## src/rtl/bridge_buf_ctrl_if.sv

```systemverilog
// Handshake bundle for the north and west word streams entering the bridge buffers.
interface bridge_buf_ctrl_if;
  logic in_valid_n;
  logic in_ready_n;
  logic in_valid_w;
  logic in_ready_w;

  modport master (output in_valid_n, output in_valid_w, input in_ready_n, input in_ready_w);
  modport slave  (input in_valid_n, input in_valid_w, output in_ready_n, output in_ready_w);
endinterface

```

## src/rtl/bridge_buf_ctrl.sv

```systemverilog
// Buffer controller between the input streams and the systolic matmul core.
// Slices incoming north/west words into the buffer RAMs, tracks which west
// banks and north block-columns are loaded, and sequences tile reads.
module bridge_buf_ctrl #(
  parameter int TOTAL_MODULES = 4,
  parameter int INNER_BLOCKS  = 2,
  parameter int COL_Y         = 2,
  parameter int ROW_Y         = 2,
  parameter int NUM_W_BANKS   = 2,
  localparam int N_DEPTH  = INNER_BLOCKS * COL_Y * TOTAL_MODULES,
  localparam int W_DEPTH  = INNER_BLOCKS * TOTAL_MODULES,
  localparam int ADDR_N   = $clog2(N_DEPTH),
  localparam int ADDR_W   = $clog2(W_DEPTH),
  localparam int MAX_FLAG = ROW_Y * COL_Y,
  localparam int SLICE_W  = (TOTAL_MODULES > 1) ? $clog2(TOTAL_MODULES) : 1,
  localparam int BANK_W   = $clog2(NUM_W_BANKS)
) (
  input  logic                     clk,
  input  logic                     rst_n,
  bridge_buf_ctrl_if.slave         bus,
  input  logic                     systolic_finish_wrap,
  input  logic                     acc_done_wrap,
  output logic                     n_wea,
  output logic [ADDR_N-1:0]        n_addra,
  output logic                     n_enb,
  output logic [ADDR_N-1:0]        n_addrb,
  output logic [NUM_W_BANKS-1:0]   w_wea,
  output logic [ADDR_W-1:0]        w_addra,
  output logic                     w_enb,
  output logic [ADDR_W-1:0]        w_addrb,
  output logic [BANK_W-1:0]        w_rd_bank,
  output logic [SLICE_W-1:0]       n_slicing_idx,
  output logic [SLICE_W-1:0]       w_slicing_idx,
  output logic                     enable_matmul,
  output logic                     internal_rst_n_ctrl,
  output logic                     internal_reset_acc_ctrl,
  output logic                     out_valid,
  output logic                     done
);

  localparam int COL_W  = (COL_Y > 1) ? $clog2(COL_Y) : 1;
  localparam int ROW_W  = $clog2(ROW_Y + 1);
  localparam int K_W    = (INNER_BLOCKS > 1) ? $clog2(INNER_BLOCKS) : 1;
  localparam int FLAG_W = $clog2(MAX_FLAG + 1);
  localparam int NRDY_W = $clog2(COL_Y + 1);

  localparam logic [SLICE_W-1:0] SLICE_LAST = SLICE_W'(TOTAL_MODULES - 1);
  localparam logic [ADDR_N-1:0]  N_LAST     = ADDR_N'(N_DEPTH - 1);
  localparam logic [ADDR_W-1:0]  W_LAST     = ADDR_W'(W_DEPTH - 1);
  localparam logic [BANK_W-1:0]  BANK_LAST  = BANK_W'(NUM_W_BANKS - 1);
  localparam logic [COL_W-1:0]   COL_LAST   = COL_W'(COL_Y - 1);
  localparam logic [K_W-1:0]     K_LAST     = K_W'(INNER_BLOCKS - 1);
  localparam logic [FLAG_W-1:0]  FLAG_MAX   = FLAG_W'(MAX_FLAG);
  localparam logic [NRDY_W-1:0]  NRDY_MAX   = NRDY_W'(COL_Y);

  typedef enum logic [1:0] {S_IDLE, S_RUN, S_DONE} state_t;

  state_t                 r_state;
  logic                   r_active;
  logic                   r_n_burst;
  logic [SLICE_W-1:0]     r_n_slice;
  logic [ADDR_N-1:0]      r_n_addra;
  logic                   r_n_full;
  logic [NRDY_W-1:0]      r_n_ready;
  logic                   r_w_burst;
  logic [SLICE_W-1:0]     r_w_slice;
  logic [ADDR_W-1:0]      r_w_addra;
  logic [BANK_W-1:0]      r_wr_bank;
  logic [BANK_W-1:0]      r_rd_bank;
  logic [NUM_W_BANKS-1:0] r_bank_full;
  logic [COL_W-1:0]       r_col;
  logic [ROW_W-1:0]       r_row;
  logic [K_W-1:0]         r_k;
  logic [FLAG_W-1:0]      r_flag;
  logic                   r_acc_d;
  logic                   r_out_valid;
  logic                   r_int_rst_n;
  logic                   r_int_rst_acc;

  logic                   w_done;
  logic                   w_ready_n;
  logic                   w_ready_w;
  logic                   w_n_hs;
  logic                   w_w_hs;
  logic                   w_n_we;
  logic                   w_w_we;
  logic                   w_n_blk_end;
  logic                   w_w_fill;
  logic                   w_readable;
  logic                   w_en;
  logic                   w_acc_rise;
  logic                   w_tile_evt;
  logic                   w_fin_evt;
  logic                   w_release;
  logic [FLAG_W-1:0]      w_flag_nxt;

  assign w_done      = (r_state == S_DONE);
  // Ready stays low until the first edge after reset release, so it rises one cycle later.
  assign w_ready_n   = r_active && !r_n_burst && !r_n_full && !w_done;
  assign w_ready_w   = r_active && !r_w_burst && !r_bank_full[r_wr_bank] && !w_done;
  assign w_n_hs      = bus.in_valid_n && w_ready_n;
  assign w_w_hs      = bus.in_valid_w && w_ready_w;
  assign w_n_we      = r_n_burst && !w_done;
  assign w_w_we      = r_w_burst && !w_done;
  // A north write closing a full block-column makes that column readable.
  assign w_n_blk_end = ((int'(r_n_addra) + 1) % W_DEPTH) == 0;
  assign w_w_fill    = w_w_we && (r_w_addra == W_LAST);
  assign w_readable  = r_bank_full[r_rd_bank] && (int'(r_n_ready) > int'(r_col));
  assign w_en        = w_readable && (r_state == S_RUN);
  assign w_acc_rise  = acc_done_wrap && !r_acc_d;
  assign w_tile_evt  = w_acc_rise && w_en;
  assign w_fin_evt   = systolic_finish_wrap && w_en;
  assign w_release   = w_tile_evt && (r_col == COL_LAST);

  // Tile counter advance, saturating at the total tile count.
  always_comb begin
    w_flag_nxt = r_flag;
    if (w_tile_evt && (r_flag != FLAG_MAX)) w_flag_nxt = r_flag + FLAG_W'(1);
  end

  // Top-level sequencing: idle until north data arrives, run until every tile is out.
  always_ff @(posedge clk or negedge rst_n) begin
    if (!rst_n) begin
      r_state <= S_IDLE;
    end else begin
      case (r_state)
        S_IDLE:  if (w_n_hs) r_state <= S_RUN;
        S_RUN:   if (w_flag_nxt == FLAG_MAX) r_state <= S_DONE;
        S_DONE:  r_state <= S_DONE;
        default: r_state <= S_IDLE;
      endcase
    end
  end

  // Datapath control pulses and acc_done edge detection.
  always_ff @(posedge clk or negedge rst_n) begin
    if (!rst_n) begin
      r_active      <= 1'b0;
      r_acc_d       <= 1'b0;
      r_out_valid   <= 1'b0;
      r_int_rst_n   <= 1'b0;
      r_int_rst_acc <= 1'b0;
    end else begin
      r_active      <= 1'b1;
      r_acc_d       <= acc_done_wrap;
      r_out_valid   <= w_tile_evt;
      r_int_rst_n   <= !systolic_finish_wrap;
      r_int_rst_acc <= w_acc_rise;
    end
  end

  // North burst: each accepted word is written as TOTAL_MODULES slices to consecutive addresses.
  always_ff @(posedge clk or negedge rst_n) begin
    if (!rst_n) begin
      r_n_burst <= 1'b0;
      r_n_slice <= '0;
      r_n_addra <= '0;
      r_n_full  <= 1'b0;
      r_n_ready <= '0;
    end else if (w_done) begin
      r_n_burst <= 1'b0;
      r_n_slice <= '0;
    end else if (r_n_burst) begin
      if (r_n_addra == N_LAST) r_n_full <= 1'b1;
      else                     r_n_addra <= r_n_addra + ADDR_N'(1);
      if (w_n_blk_end && (r_n_ready != NRDY_MAX)) r_n_ready <= r_n_ready + NRDY_W'(1);
      if (r_n_slice == SLICE_LAST) begin
        r_n_burst <= 1'b0;
        r_n_slice <= '0;
      end else begin
        r_n_slice <= r_n_slice + SLICE_W'(1);
      end
    end else if (w_n_hs) begin
      r_n_burst <= 1'b1;
      r_n_slice <= '0;
    end
  end

  // West burst into the current write bank; a completed bank rotates to the next one.
  always_ff @(posedge clk or negedge rst_n) begin
    if (!rst_n) begin
      r_w_burst <= 1'b0;
      r_w_slice <= '0;
      r_w_addra <= '0;
      r_wr_bank <= '0;
    end else if (w_done) begin
      r_w_burst <= 1'b0;
      r_w_slice <= '0;
    end else if (r_w_burst) begin
      if (w_w_fill) begin
        r_w_addra <= '0;
        r_wr_bank <= (r_wr_bank == BANK_LAST) ? '0 : r_wr_bank + BANK_W'(1);
      end else begin
        r_w_addra <= r_w_addra + ADDR_W'(1);
      end
      if (r_w_slice == SLICE_LAST) begin
        r_w_burst <= 1'b0;
        r_w_slice <= '0;
      end else begin
        r_w_slice <= r_w_slice + SLICE_W'(1);
      end
    end else if (w_w_hs) begin
      r_w_burst <= 1'b1;
      r_w_slice <= '0;
    end
  end

  // Bank occupancy: fill sets, row release clears; a fill wins when both hit one bank.
  always_ff @(posedge clk or negedge rst_n) begin
    if (!rst_n) begin
      r_bank_full <= '0;
    end else begin
      for (int b = 0; b < NUM_W_BANKS; b++) begin
        if (w_w_fill && (r_wr_bank == BANK_W'(b)))        r_bank_full[b] <= 1'b1;
        else if (w_release && (r_rd_bank == BANK_W'(b)))  r_bank_full[b] <= 1'b0;
      end
    end
  end

  // Tile read sequencing: block-product index, tile column/row and read bank.
  always_ff @(posedge clk or negedge rst_n) begin
    if (!rst_n) begin
      r_k       <= '0;
      r_col     <= '0;
      r_row     <= '0;
      r_rd_bank <= '0;
      r_flag    <= '0;
    end else begin
      if (w_fin_evt) r_k <= (r_k == K_LAST) ? '0 : r_k + K_W'(1);
      if (w_tile_evt) begin
        r_flag <= w_flag_nxt;
        if (r_col == COL_LAST) begin
          r_col     <= '0;
          r_row     <= r_row + ROW_W'(1);
          r_rd_bank <= (r_rd_bank == BANK_LAST) ? '0 : r_rd_bank + BANK_W'(1);
        end else begin
          r_col <= r_col + COL_W'(1);
        end
      end
    end
  end

  assign bus.in_ready_n          = w_ready_n;
  assign bus.in_ready_w          = w_ready_w;
  assign n_wea                   = w_n_we;
  assign n_addra                 = r_n_addra;
  assign n_enb                   = w_en;
  assign n_addrb                 = ADDR_N'((int'(r_col) * INNER_BLOCKS + int'(r_k)) * TOTAL_MODULES);
  assign w_wea                   = w_w_we ? (NUM_W_BANKS'(1) << r_wr_bank) : '0;
  assign w_addra                 = r_w_addra;
  assign w_enb                   = w_en;
  assign w_addrb                 = ADDR_W'(int'(r_k) * TOTAL_MODULES);
  assign w_rd_bank               = r_rd_bank;
  assign n_slicing_idx           = r_n_slice;
  assign w_slicing_idx           = r_w_slice;
  assign enable_matmul           = w_en;
  assign internal_rst_n_ctrl     = r_int_rst_n;
  assign internal_reset_acc_ctrl = r_int_rst_acc;
  assign out_valid               = r_out_valid;
  assign done                    = w_done;

endmodule

```

## src/flat_wrapper.sv

```systemverilog
// flat-port wrapper written by rule: the top's interface ports become plain ports
module bridge_buf_ctrl_flat 
#(
  parameter int TOTAL_MODULES = 4,
  parameter int INNER_BLOCKS  = 2,
  parameter int COL_Y         = 2,
  parameter int ROW_Y         = 2,
  parameter int NUM_W_BANKS   = 2,
  localparam int N_DEPTH  = INNER_BLOCKS * COL_Y * TOTAL_MODULES,
  localparam int W_DEPTH  = INNER_BLOCKS * TOTAL_MODULES,
  localparam int ADDR_N   = $clog2(N_DEPTH),
  localparam int ADDR_W   = $clog2(W_DEPTH),
  localparam int MAX_FLAG = ROW_Y * COL_Y,
  localparam int SLICE_W  = (TOTAL_MODULES > 1) ? $clog2(TOTAL_MODULES) : 1,
  localparam int BANK_W   = $clog2(NUM_W_BANKS)
)
  (clk, rst_n, systolic_finish_wrap, acc_done_wrap, n_wea, n_addra, n_enb, n_addrb, w_wea, w_addra, w_enb, w_addrb, w_rd_bank, n_slicing_idx, w_slicing_idx, enable_matmul, internal_rst_n_ctrl, internal_reset_acc_ctrl, out_valid, done, bus_in_valid_n, bus_in_valid_w, bus_in_ready_n, bus_in_ready_w);
  bridge_buf_ctrl_if bus_i ();
  input  logic clk;
  input  logic rst_n;
  input  logic systolic_finish_wrap;
  input  logic acc_done_wrap;
  output logic n_wea;
  output logic [ADDR_N-1:0] n_addra;
  output logic n_enb;
  output logic [ADDR_N-1:0] n_addrb;
  output logic [NUM_W_BANKS-1:0] w_wea;
  output logic [ADDR_W-1:0] w_addra;
  output logic w_enb;
  output logic [ADDR_W-1:0] w_addrb;
  output logic [BANK_W-1:0] w_rd_bank;
  output logic [SLICE_W-1:0] n_slicing_idx;
  output logic [SLICE_W-1:0] w_slicing_idx;
  output logic enable_matmul;
  output logic internal_rst_n_ctrl;
  output logic internal_reset_acc_ctrl;
  output logic out_valid;
  output logic done;
  input wire logic [$bits(bus_i.in_valid_n)-1:0] bus_in_valid_n;
  input wire logic [$bits(bus_i.in_valid_w)-1:0] bus_in_valid_w;
  output wire logic [$bits(bus_i.in_ready_n)-1:0] bus_in_ready_n;
  output wire logic [$bits(bus_i.in_ready_w)-1:0] bus_in_ready_w;
  assign bus_i.in_valid_n = bus_in_valid_n;
  assign bus_i.in_valid_w = bus_in_valid_w;
  assign bus_in_ready_n = bus_i.in_ready_n;
  assign bus_in_ready_w = bus_i.in_ready_w;
  bridge_buf_ctrl #(.TOTAL_MODULES(TOTAL_MODULES), .INNER_BLOCKS(INNER_BLOCKS), .COL_Y(COL_Y), .ROW_Y(ROW_Y), .NUM_W_BANKS(NUM_W_BANKS)) u_core (.clk(clk), .rst_n(rst_n), .bus(bus_i), .systolic_finish_wrap(systolic_finish_wrap), .acc_done_wrap(acc_done_wrap), .n_wea(n_wea), .n_addra(n_addra), .n_enb(n_enb), .n_addrb(n_addrb), .w_wea(w_wea), .w_addra(w_addra), .w_enb(w_enb), .w_addrb(w_addrb), .w_rd_bank(w_rd_bank), .n_slicing_idx(n_slicing_idx), .w_slicing_idx(w_slicing_idx), .enable_matmul(enable_matmul), .internal_rst_n_ctrl(internal_rst_n_ctrl), .internal_reset_acc_ctrl(internal_reset_acc_ctrl), .out_valid(out_valid), .done(done));
endmodule
```

## config.mk

```make
export PLATFORM = sky130hd
export DESIGN_NAME = bridge_buf_ctrl_flat
export DESIGN_NICKNAME = d
export VERILOG_FILES = /design/src/rtl/bridge_buf_ctrl_if.sv /design/src/rtl/bridge_buf_ctrl.sv /design/src/flat_wrapper.sv
export SDC_FILE = /design/constraint.sdc
export NUM_CORES = 1
export LEC_CHECK = 0
export CAP_MARGIN = 20
export CORE_ASPECT_RATIO = 1.4
export CORE_MARGIN = 8
export CORE_UTILIZATION = 40
export CTS_CLUSTER_SIZE = 10
export DETAILED_ROUTE_END_ITERATION = 8
export HOLD_SLACK_MARGIN = 0.03
export PLACE_DENSITY = 0.63
export SYNTH_ARGS = -nofsm -noshare
export SYNTH_HDL_FRONTEND = slang
export SYNTH_SLANG_ARGS = --single-unit
```

## constraint.sdc

```tcl
create_clock -name clk -period 2.2 [get_ports clk]
set_input_delay 0.22 -clock clk [delete_from_list [all_inputs] [get_ports clk]]
set_output_delay 0.22 -clock clk [all_outputs]
set_load 0.03 [all_outputs]
```

* Word level (Yosys, flattened, before mapping)
Cells that the tools add are included.
** Word-level totals
- Latch bits :: 0
- Bits in read-only memories :: 0
- Word-level logic and storage cells :: 131
- Input port bits :: 6
- RAM bits :: 0
- Bits in registers :: 32
- Memories :: 0
- Output and inout port bits :: 31
** Operators by class
- Eq/ne operators :: 11
- Reduce and logical (&&, ||, !) cells :: 44
- Magnitude comparators :: 3
- Mux-type cells :: 34
- Bitwise gates (word level) :: 5
- Multipliers :: 0
- Shifts and indexed selects :: 1
- Add/sub/neg operators :: 12
- Div/mod/pow operators :: 0
** Operators by type and width (number)
- $logic_not A32 Y1 :: 1
- $logic_and A1 B1 Y1 :: 23
- $mux W2 :: 11
- $mux W1 :: 20
- $reduce_and A3 Y1 :: 4
- $add A3 B1 Y3 const B :: 3
- $logic_not A1 Y1 :: 7
- $add A2 B1 Y2 const B :: 3
- $eq A2 B2 Y1 const B :: 3
- $eq A3 B3 Y1 const B :: 2
- $mux W3 :: 2
- $pmux W2 S3 :: 1
- $reduce_and A2 Y1 :: 3
- $reduce_bool A3 Y1 :: 2
- $add A1 B1 Y1 const B :: 4
- $add A4 B1 Y4 const B :: 1
- $eq A4 B4 Y1 const B :: 1
- $lt A1 B2 Y1 const B :: 2
- $ne A2 B2 Y1 const B :: 2
- $not A1 Y1 :: 4
- $reduce_bool A2 Y1 :: 2
- $ne A3 B3 Y1 const B :: 1
- $reduce_or A3 Y1 :: 1
- $add A2 B1 Y2 :: 1
- 6 further kinds :: 6

* Depth between registers and ports, before layout
Gate-level depths: netlist of the first run.
- Depth in word-level cells :: 10
- Gate-level depth with buffers :: 8
- Mapped depth without buffers :: 7

* Worst setup path before layout of the first run
No wires, ideal clock.
- Path type :: register to register
- Start point :: register u_core.r_state[0]
- End point :: register u_core.r_w_slice[1] (netlist: u_core.w_slicing_idx[1])
- Cell stages (with the launch flop) :: 8
- Buffers on the path :: 1
- Library setup time :: 0.137 ns
- Setup slack :: -0.507 ns
- Clock period less this slack :: 2.707 ns
- Required time :: 2.063 ns
- Arrival :: 2.570 ns
- Cells stage by stage :: dfrtp_1 inv_1 ha_1 buf_1 nor4b_1 nand2_1 nand3b_1 a21oi_1
** On the way
- Word-level cells in the longest chain between the ends :: 5
- Elaborated cells between the ends (all ways) :: 6
- Those cells by class :: eq/ne: 1; mux: 1; reduce/logical: 4
** Ends and longest elaborated chain
- from (decl) :: RTL line bridge_buf_ctrl.sv:58 : state_t r_state;
- from (signal assigned) :: RTL line bridge_buf_ctrl.sv:124 : r_state <= S_IDLE;
- from (signal assigned) :: RTL line bridge_buf_ctrl.sv:127 : S_IDLE: if (w_n_hs) r_state <= S_RUN;
- from (signal assigned) :: RTL line bridge_buf_ctrl.sv:128 : S_RUN: if (w_flag_nxt == FLAG_MAX) r_state <= S_DONE;
- $eq A2 B2 Y1 :: RTL line bridge_buf_ctrl.sv:97 : assign w_done = (r_state == S_DONE);
- via done :: RTL line flat_wrapper.sv:38 : output logic done;
- $logic_not A1 Y1 :: RTL line bridge_buf_ctrl.sv:100 : assign w_ready_w = r_active && !r_w_burst && !r_bank_full[r_wr_bank] && !w_done;
- $logic_and A1 B1 Y1 :: RTL line bridge_buf_ctrl.sv:100
- via bus_in_ready_w :: RTL line flat_wrapper.sv:42 : output wire logic [$bits(bus_i.in_ready_w)-1:0] bus_in_ready_w;
- $logic_and A1 B1 Y1 :: RTL line bridge_buf_ctrl.sv:102 : assign w_w_hs = bus.in_valid_w && w_ready_w;
- $reduce_bool A3 Y1 (no source line)
- to (signal assigned) :: RTL line bridge_buf_ctrl.sv:200 : r_w_slice <= r_w_slice + SLICE_W'(1);
- to (decl) :: RTL line bridge_buf_ctrl.sv:66 : logic [SLICE_W-1:0] r_w_slice;
The timed path passes the listed nets, and every way through them passes these cells.
A chain may end at the register's enable or synchronous reset.

* Worst setup path in the final report of the first run
- Start point :: register u_core.r_state[0]
- End point :: output w_wea[1]
** On the way
- Word-level cells in the longest chain between the ends :: 4
** Ends and longest elaborated chain
- $eq A2 B2 Y1 :: RTL line bridge_buf_ctrl.sv:97
- $logic_not A1 Y1 :: RTL line bridge_buf_ctrl.sv:104 : assign w_w_we = r_w_burst && !w_done;
- $logic_and A1 B1 Y1 :: RTL line bridge_buf_ctrl.sv:104
- $mux W2 :: RTL line bridge_buf_ctrl.sv:249 : assign w_wea = w_w_we ? (NUM_W_BANKS'(1) << r_wr_bank) : '0;
- to (decl) :: RTL line flat_wrapper.sv:27 : output logic [NUM_W_BANKS-1:0] w_wea;
Every way passes these cells.

==> impl_results.rst, run 1 <==
.. list-table::
   :header-rows: 1

   * - Metric
     - Value
   * - Outcome
     - complete, no violations
   * - Source-to-sink clock delay at the later pin of the worst-skew pair
     - ~270 ps
   * - Post-Synth Adder-Cell Area
     - 0.104
   * - Highest clock rate
     - slightly below 500 MHz
   * - Worst Path Arrival
     - about 1800 ps
   * - Wire length of the first global-routing pass
     - 5630 um
   * - Antenna violations before repair
     - 0
   * - RSZ-0062 raised after global routing
     - no
   * - Clock sink count
     - 32
   * - Cell chosen for the clock root
     - sky130_fd_sc_hd__clkbuf_8
   * - Post-CTS Hold Fix Bufs
     - 0
   * - Global-route congestion overflow total
     - 0
   * - Fraction of synthesized area in multiplexers
     - 0.0357
   * - Share of the synthesized netlist area taken by xor and xnor gates
     - 0.0468
   * - Number of remaining DRC errors
     - 0
   * - Core Area
     - 0.00413 mm^2
   * - Total setup violations reported at the end of the flow
     - 0
   * - Sequential-to-total area share from yosys stat
     - 0.475
   * - Largest family of logic cells by synthesized area
     - simple AND/OR/NAND/NOR gates
   * - Number of filler cells placed in the layout
     - slightly below 400
   * - Number of enable flip-flop cells after synthesis
     - 0
   * - Final Hold Vio Count
     - 0
   * - Number of clock buffers inserted by TritonCTS
     - 5
   * - Via Count
     - ~1,200
   * - Synthesized area
     - about 0.0017 mm^2
   * - Die boundary width
     - 70.8 um
   * - Area of the multi-input gates
     - 803 um^2
   * - Net count of the finished layout
     - 207
   * - Clock-pin slew on the worst setup and hold paths
     - 60 ps
   * - Max Clock Skew
     - about 4.4 ps
   * - Largest net degree at the start of global routing
     - 33
   * - Most common cell after layout, fill and taps aside
     - sky130_fd_sc_hd__dfrtp_1
   * - Slowest cell on the critical path
     - sky130_fd_sc_hd__dlygate4sd2_1
   * - Static Leak
     - about 1 nW
   * - Share of post-route cells with drive strength above 1
     - 0.102
   * - Setup_tns
     - 0 ps
   * - Non-Filler Cell Area, Final
     - roughly 0.0021 mm^2
   * - Switching power share of the total
     - 0.429
   * - Remaining antenna violation count
     - 0
   * - Worst endpoint required time
     - between 1500 and 2000 ps
   * - CP Cell Sequence
     - inv_1, ha_4, nor2b_1, and2_1, dlygate4sd2_1
   * - Number of global-route vias before repair
     - between 1,000 and 1,500
   * - NetSw
     - ~0.0013 W
   * - PwrDens
     - approximately 1400 mW/mm^2
   * - Kind of critical path
     - reg -> out
   * - Average vias per placed instance
     - around 5.0
   * - Number of buffers added on ports
     - 32
   * - Number of inserted diodes
     - 0
   * - Initial Utilization
     - 0.407
   * - Core utilization of the finished layout
     - 0.505
   * - Core Rows
     - 28
   * - TritonCTS clock tree
     - built
   * - Internal Pwr Total
     - roughly 0.0017 W
   * - Post-detailed-route wirelength per cell
     - 14.2 um
   * - Area of the die
     - between 0.006 and 0.007 mm^2
   * - Simple-gate share of the synthesized area
     - 0.179
   * - Hold slack
     - approximately 350 ps
   * - Final weighted congestion of routability-driven global placement
     - approximately 0.75
   * - HPWL reported at the end of detailed placement
     - around 2500 um
   * - Max-cap check violation count
     - 0
   * - Kind of path behind the tightest hold check
     - in -> async
   * - Post-Synthesis Cells
     - 156
   * - Maximum VDD drop
     - between 600 and 700 uV
   * - Cell area after placement
     - around 0.0020 mm^2
   * - Overall Global Routing Usage
     - 0.107
   * - Leading register cell type out of synthesis
     - sky130_fd_sc_hd__dfrtp_1
   * - Flop pwr share
     - 0.347
   * - Syn avg cell area
     - 10.8 um^2
   * - WL final
     - 3290 um
   * - Critical path launch point type
     - flip-flop
   * - I/O pin count
     - 37
   * - Share of the synthesized area in compound gates (AO/OA/AOI/OAI)
     - 0.0892
   * - Top library cells by usage in the layout, fill and taps aside
     - sky130_fd_sc_hd__dfrtp_1, sky130_fd_sc_hd__clkdlybuf4s50_1, sky130_fd_sc_hd__nand2_1, sky130_fd_sc_hd__ha_1, sky130_fd_sc_hd__a21oi_1
   * - Power share of the clock group
     - 0.138
   * - Number of distinct library cell variants in the gate-level netlist after synthesis
     - 44
   * - Die outline height
     - a little over 90 um
   * - Number of register bits inferred by synthesis
     - 32
   * - CP peak stage delay
     - 400 ps
   * - Post-layout minimum cycle time
     - 2050 ps
   * - Number of levels the H-tree was split into
     - 2
   * - Share of flip-flops with an asynchronous set or reset after synthesis
     - 1.00
   * - Number of max-slew violations in the final report
     - 0
   * - First-pass iteration count of the detailed router
     - 2
   * - Crit-path max FO
     - 12
   * - Synthesis Warnings
     - 0
   * - Endpoint class of the critical path
     - primary output
   * - Combinational cell fraction of total power
     - 0.515
   * - Synth-to-layout area growth
     - 23.8%
   * - Combined flip-flop and latch cell area
     - approximately 800 um^2
   * - Share of the cycle needed by the critical path after routing
     - 0.933
   * - Number of DRC markers after the initial detailed-route iteration
     - 15
   * - Max clock buf depth
     - 2
## power by group through the flow
stage | clock (W) | sequential [W] | combinational (W)
after floorplan | 0 | 0.00117 | 0.000915
after global placement | 0 | 0.00101 | 0.00150
after detailed placement | 0 | 0.00103 | 0.00155
after CTS | 0.000424 | 0.00102 | 0.00154
after global routing | 0.000446 | 0.00105 | 0.00167
final | 0.000405 | 0.00102 | 0.00151
## cells by family after synthesis
family                     Yosys count
AOI/OAI and AO/OA                   23
xor gates and xnor gates             9
adders and majority gates           14
buffers and inverters               20
DFF                                 32
muxes                                5
other                                2
and+or+nand+nor                     51
## synthesized netlist by cell type, types with 2 or more instances
master,number,area (um^2)
sky130_fd_sc_hd__ha_1,14,175
sky130_fd_sc_hd__xnor2_1,8,70.1
sky130_fd_sc_hd__inv_1,7,26.3
sky130_fd_sc_hd__conb_1,2,7.51
sky130_fd_sc_hd__o21ai_0,2,10.0
sky130_fd_sc_hd__and3_1,3,18.8
sky130_fd_sc_hd__dfrtp_1,32,801
sky130_fd_sc_hd__buf_4,9,67.6
sky130_fd_sc_hd__nor2_1,4,15.0
sky130_fd_sc_hd__nor2b_1,2,12.5
sky130_fd_sc_hd__a21oi_1,11,55.1
sky130_fd_sc_hd__nand3_1,3,15.0
sky130_fd_sc_hd__and2_1,3,18.8
sky130_fd_sc_hd__nand2b_1,3,18.8
sky130_fd_sc_hd__clkbuf_1,2,7.51
sky130_fd_sc_hd__nand3b_1,5,37.5
sky130_fd_sc_hd__mux2_2,2,22.5
sky130_fd_sc_hd__mux2_1,2,22.5
sky130_fd_sc_hd__nand2_1,16,60.1
sky130_fd_sc_hd__nor3_1,2,10.0
## registers in the layout, summed over array words and instances (netlist names), 2 cells and up
register / count
u_core.n_addra: 4
u_core.r_flag: 3
u_core.w_addra: 3
u_core.n_slicing_idx: 2
u_core.r_bank_full: 2
u_core.r_n_ready: 2
u_core.r_state: 2
u_core.w_slicing_idx: 2
## worst paths after layout
kind,start,to,slack [ps],depth (start not counted)
worst min-delay path,rst_n,u_core.r_acc_d,350,2
worst max register to register,u_core.r_col,u_core.r_state[0],180,6
worst max-delay path,u_core.r_state[0],w_wea[1],150,5
min in group clk,acc_done_wrap,u_core.r_acc_d,410,1
max in group asynchronous,rst_n,u_core.n_slicing_idx[0],1550,2
worst min register to register,u_core.r_acc_d,u_core.internal_reset_acc_ctrl,470,1
## routing by layer
layer | share of wire | routed length (um) | up-vias | track usage
li1 | - | - | 576 | -
met1 | 0.39 | 1290 | 570 | 0.102
met2 | 0.54 | 1760 | 19 | 0.196
met3 | 0.054 | 179 | 6 | 0.0432
met4 | 0.016 | 53 | 0 | 0.0470
met5 | 0 | 0 | - | 0
## timing repair
| action | 4_1_cts | 5_1_grt |
|---|---|---|
| endpoints found under the setup margin | 5 | 0 |
| resized for setup | 5 | 0 |
| buffers inserted | 0 | 0 |
## layout make-up
class / instances / share of cell area
Timing Repair Buffer: 34 / 0.154
Tap cell: 45 / 0.0270
Inverter: 7 / 0.0126
Sequential cell: 32 / 0.384
Clock buffer: 6 / 0.0348
Clock inverter: 1 / 0.00240
Multi-Input combinational cell: 107 / 0.385
## stage by stage
step | setup WS, ps | total power, W | std cells
after floorplan | 46.3 | 0.00208 | 159
after global placement | 136 | 0.00252 | 225
after detailed placement | 75.9 | 0.00258 | 225
after CTS | 119 | 0.00299 | 232
after global routing | 39.3 | 0.00317 | 232
final | 147 | 0.00294 | 232
## critical path: cells and delay by family, from the launching register on
kind / cells / cell delay, ps
adder cells (fa/ha/maj): 1 / 220
AND/OR/NAND/NOR: 2 / 450
buffers and inverters: 2 / 510
flip-flops: 1 / 380
Note: power is estimated with default switching activity, not from simulation.
==> run 2, diff against run 1 <==
--- a/config.mk
+++ b/config.mk
@@ -5,11 +5,11 @@
 export SDC_FILE = /design/constraint.sdc
 export NUM_CORES = 1
 export LEC_CHECK = 0
-export CAP_MARGIN = 20
+export CAP_MARGIN = 10
 export CORE_ASPECT_RATIO = 1.4
 export CORE_MARGIN = 8
 export CORE_UTILIZATION = 40
-export CTS_CLUSTER_SIZE = 10
+export CTS_CLUSTER_SIZE = 14
 export DETAILED_ROUTE_END_ITERATION = 8
 export HOLD_SLACK_MARGIN = 0.03
 export PLACE_DENSITY = 0.63
==> results of run 2 <==
No change in the layout: final DEF, timing and power equal those of run 1.
==> run 3, diff against run 2 <==
--- a/config.mk
+++ b/config.mk
@@ -8,11 +8,11 @@
 export CAP_MARGIN = 10
 export CORE_ASPECT_RATIO = 1.4
 export CORE_MARGIN = 8
-export CORE_UTILIZATION = 40
-export CTS_CLUSTER_SIZE = 14
+export CORE_UTILIZATION = 50
+export CTS_CLUSTER_SIZE = 20
 export DETAILED_ROUTE_END_ITERATION = 8
 export HOLD_SLACK_MARGIN = 0.03
-export PLACE_DENSITY = 0.63
+export PLACE_DENSITY = 0.76
 export SYNTH_ARGS = -nofsm -noshare
 export SYNTH_HDL_FRONTEND = slang
 export SYNTH_SLANG_ARGS = --single-unit
==> impl_results.rst, run 3 (synthesis results as in run 1) <==
.. list-table::
   :header-rows: 1

   * - Metric
     - Value
   * - CP peak stage delay
     - 420 ps (was 400 ps)
   * - Kind of path behind the tightest hold check
     - in -> async (unchanged)
   * - Share of post-route cells with drive strength above 1
     - 0.105 (was 0.102)
   * - Overall Power
     - 0.00301 W (was 0.00294 W)
   * - Global-route congestion overflow total
     - 0 (unchanged)
   * - Post-layout minimum cycle time
     - 2070 ps (was 2050 ps)
   * - Number of buffers added on ports
     - 32 (unchanged)
   * - Final Hold Vio Count
     - 0 (unchanged)
   * - Number of global-route vias before repair
     - 1,270 (was 1,237)
   * - Clock-pin slew on the worst setup and hold paths
     - 60 ps (about the same)
   * - Number of filler cells placed in the layout
     - 274 (was 395)
   * - Setup_tns
     - 0 ps (unchanged)
   * - Net count of the finished layout
     - 210 (was 207)
   * - Core Rows
     - 25 (was 28)
   * - Number of clock buffers inserted by TritonCTS
     - 5 (unchanged)
   * - Max reg flops
     - 4 (unchanged)
   * - Number of inserted diodes
     - 0 (unchanged)
   * - PwrDens
     - 1420 mW/mm^2 (was 1410 mW/mm^2)
   * - Die outline height
     - 84.7 um (was 92.8 um)
   * - Clock sink count
     - 32 (unchanged)
   * - Source-to-sink clock delay at the later pin of the worst-skew pair
     - 280 ps (was 270 ps)
   * - Crit-path max FO
     - 4 (was 12)
   * - Most common cell after layout, fill and taps aside
     - sky130_fd_sc_hd__dfrtp_1 (unchanged)
   * - Via Count
     - 1,226 (was 1,171)
   * - Initial Utilization
     - 0.508 (was 0.407)
   * - First-pass iteration count of the detailed router
     - 4 (was 2)
   * - CP Cell Sequence
     - inv_1, ha_1, o21bai_1, and3_1, dlygate4sd2_1 (was inv_1, ha_4, nor2b_1, and2_1, dlygate4sd2_1)
   * - Wire length of the first global-routing pass
     - 5530 um (was 5630 um)
   * - Cell chosen for the clock root
     - sky130_fd_sc_hd__clkbuf_8 (unchanged)
   * - Die boundary width
     - 65.1 um (was 70.8 um)
   * - Antenna violations before repair
     - 0 (unchanged)
   * - Final weighted congestion of routability-driven global placement
     - 0.744 (was 0.752)
   * - Largest net degree at the start of global routing
     - 33 (unchanged)
   * - HPWL reported at the end of detailed placement
     - 2620 um (was 2510 um)
   * - Static Leak
     - 1.02 nW (was 0.980 nW)
   * - Outcome
     - complete, no violations (unchanged)
   * - Average vias per placed instance
     - 5.31 (was 5.05)
   * - Total setup violations reported at the end of the flow
     - 0 (unchanged)
   * - Highest clock rate
     - 483 MHz (was 487 MHz)
   * - Max Clock Skew
     - 2.37 ps (was 4.45 ps)
   * - Max-cap check violation count
     - 0 (unchanged)
   * - Slowest cell on the critical path
     - sky130_fd_sc_hd__dlygate4sd2_1 (unchanged)
   * - Top library cells by usage in the layout, fill and taps aside
     - sky130_fd_sc_hd__dfrtp_1, sky130_fd_sc_hd__clkdlybuf4s50_1, sky130_fd_sc_hd__nand2_1, sky130_fd_sc_hd__ha_1, sky130_fd_sc_hd__a21oi_1 (unchanged)
   * - Number of remaining DRC errors
     - 0 (unchanged)
   * - RSZ-0062 raised after global routing
     - yes (was no)
   * - WL final
     - 3340 um (was 3290 um)
   * - Post-detailed-route wirelength per cell
     - 14.4 um (was 14.2 um)
   * - Overall Global Routing Usage
     - 0.128 (was 0.107)
   * - Core Area
     - 0.00332 mm^2 (was 0.00413 mm^2)
   * - Maximum VDD drop
     - 862 uV (was 651 uV)
   * - Number of max-slew violations in the final report
     - 0 (unchanged)
   * - Synth-to-layout area growth
     - 25.9% (was 23.8%)
   * - Share of the cycle needed by the critical path after routing
     - 0.941 (was 0.933)
   * - Area of the die
     - 0.00551 mm^2 (was 0.00657 mm^2)
   * - Remaining antenna violation count
     - 0 (unchanged)
   * - Worst Path Arrival
     - 1850 ps (was 1830 ps)
   * - Number of levels the H-tree was split into
     - 2 (unchanged)
   * - Kind of critical path
     - reg -> out (unchanged)
   * - Number of DRC markers after the initial detailed-route iteration
     - 35 (was 15)
   * - Worst endpoint required time
     - 1980 ps (about the same)
   * - Endpoint class of the critical path
     - primary output (unchanged)
   * - Critical path launch point type
     - flip-flop (unchanged)
   * - I/O pin count
     - 37 (unchanged)
   * - TritonCTS clock tree
     - built (unchanged)
   * - Max clock buf depth
     - 2 (unchanged)
-- run 3: cell count changes in the layout (fill, tap and decap cells not counted) --
cell | before | now
sky130_fd_sc_hd__dlygate4sd2_1 | 5 | 6
sky130_fd_sc_hd__clkbuf_8 | 5 | 6
sky130_fd_sc_hd__clkbuf_1 | 1 | 2
sky130_fd_sc_hd__dlymetal6s2s_1 | 0 | 1
sky130_fd_sc_hd__clkinv_2 | 1 | 0
sky130_fd_sc_hd__buf_4 | 5 | 6
-- run 3: critical path, delay by kind of cell (launching register included) --
kind | cells | cell delay [ps]
buf+inv | 2 | 500
flops | 1 | 390
simple gates | 1 | 260
fa+ha+maj | 1 | 220
compound gates | 1 | 190
-- run 3: metal layers --
metal	vias up	GRT usage	wire length [um]
met5	-	0	0
met4	0	0.0637	61
met3	6	0.0559	221
met2	30	0.231	1810
met1	605	0.115	1250
li1	585	-	-
-- run 3: final cells by class --
| class | count | area, um^2 | area share |
|---|---|---|---|
| repair buffers | 37 | 350 | 0.165 |
| flip-flops and latches | 32 | 801 | 0.378 |
| inverters | 7 | 26.3 | 0.0124 |
| multi-input cells | 107 | 803 | 0.379 |
| well taps | 40 | 50.0 | 0.0236 |
| clock buffers | 8 | 90.1 | 0.0425 |
-- run 3: report_power, final --
| part | leakage, nW | internal, W | switching, W |
|---|---|---|---|
| Clock | 0.0455 | 0.000254 | 0.000196 |
| Sequential | 0.398 | 0.000797 | 0.000221 |
| Combinational | 0.575 | 0.000679 | 0.000862 |
-- run 3: worst paths after layout --
| check | start | slack, ps | endpoint | depth (start not counted) |
|---|---|---|---|---|
| worst min register to register | u_core.r_n_ready[0] | 470 | u_core.r_n_ready[0] | 1 |
| min in group clk | acc_done_wrap | 400 | u_core.r_acc_d | 1 |
| worst max register to register | u_core.r_state[0] | 180 | u_core.r_state[1] | 7 |
| max in group asynchronous | rst_n | 1570 | u_core.n_slicing_idx[0] | 2 |
| worst max-delay path | u_core.r_n_ready[0] | 130 | w_enb | 5 |
| worst min-delay path | rst_n | 330 | u_core.internal_rst_n_ctrl | 2 |
-- run 3: repair_timing --
item | CTS | global route
hold buffers | 0 | 0
endpoints found under the setup margin | 6 | 3
buffers inserted | 0 | 0
resized for setup | 6 | 1
-- run 3: stage by stage --
step,utilization,instance area (um^2),cells,hold WS [ps],worst slack (ps)
4_1_cts,0.639,2120,231,343,25.0
3_5_place_dp,0.614,2040,223,466,69.6
2_1_floorplan,-,1710,159,-75.6,46.3
5_1_grt,0.640,2120,231,376,-23.3
3_3_place_gp,0.614,2040,223,464,153
6_report,0.640,2120,231,334,131
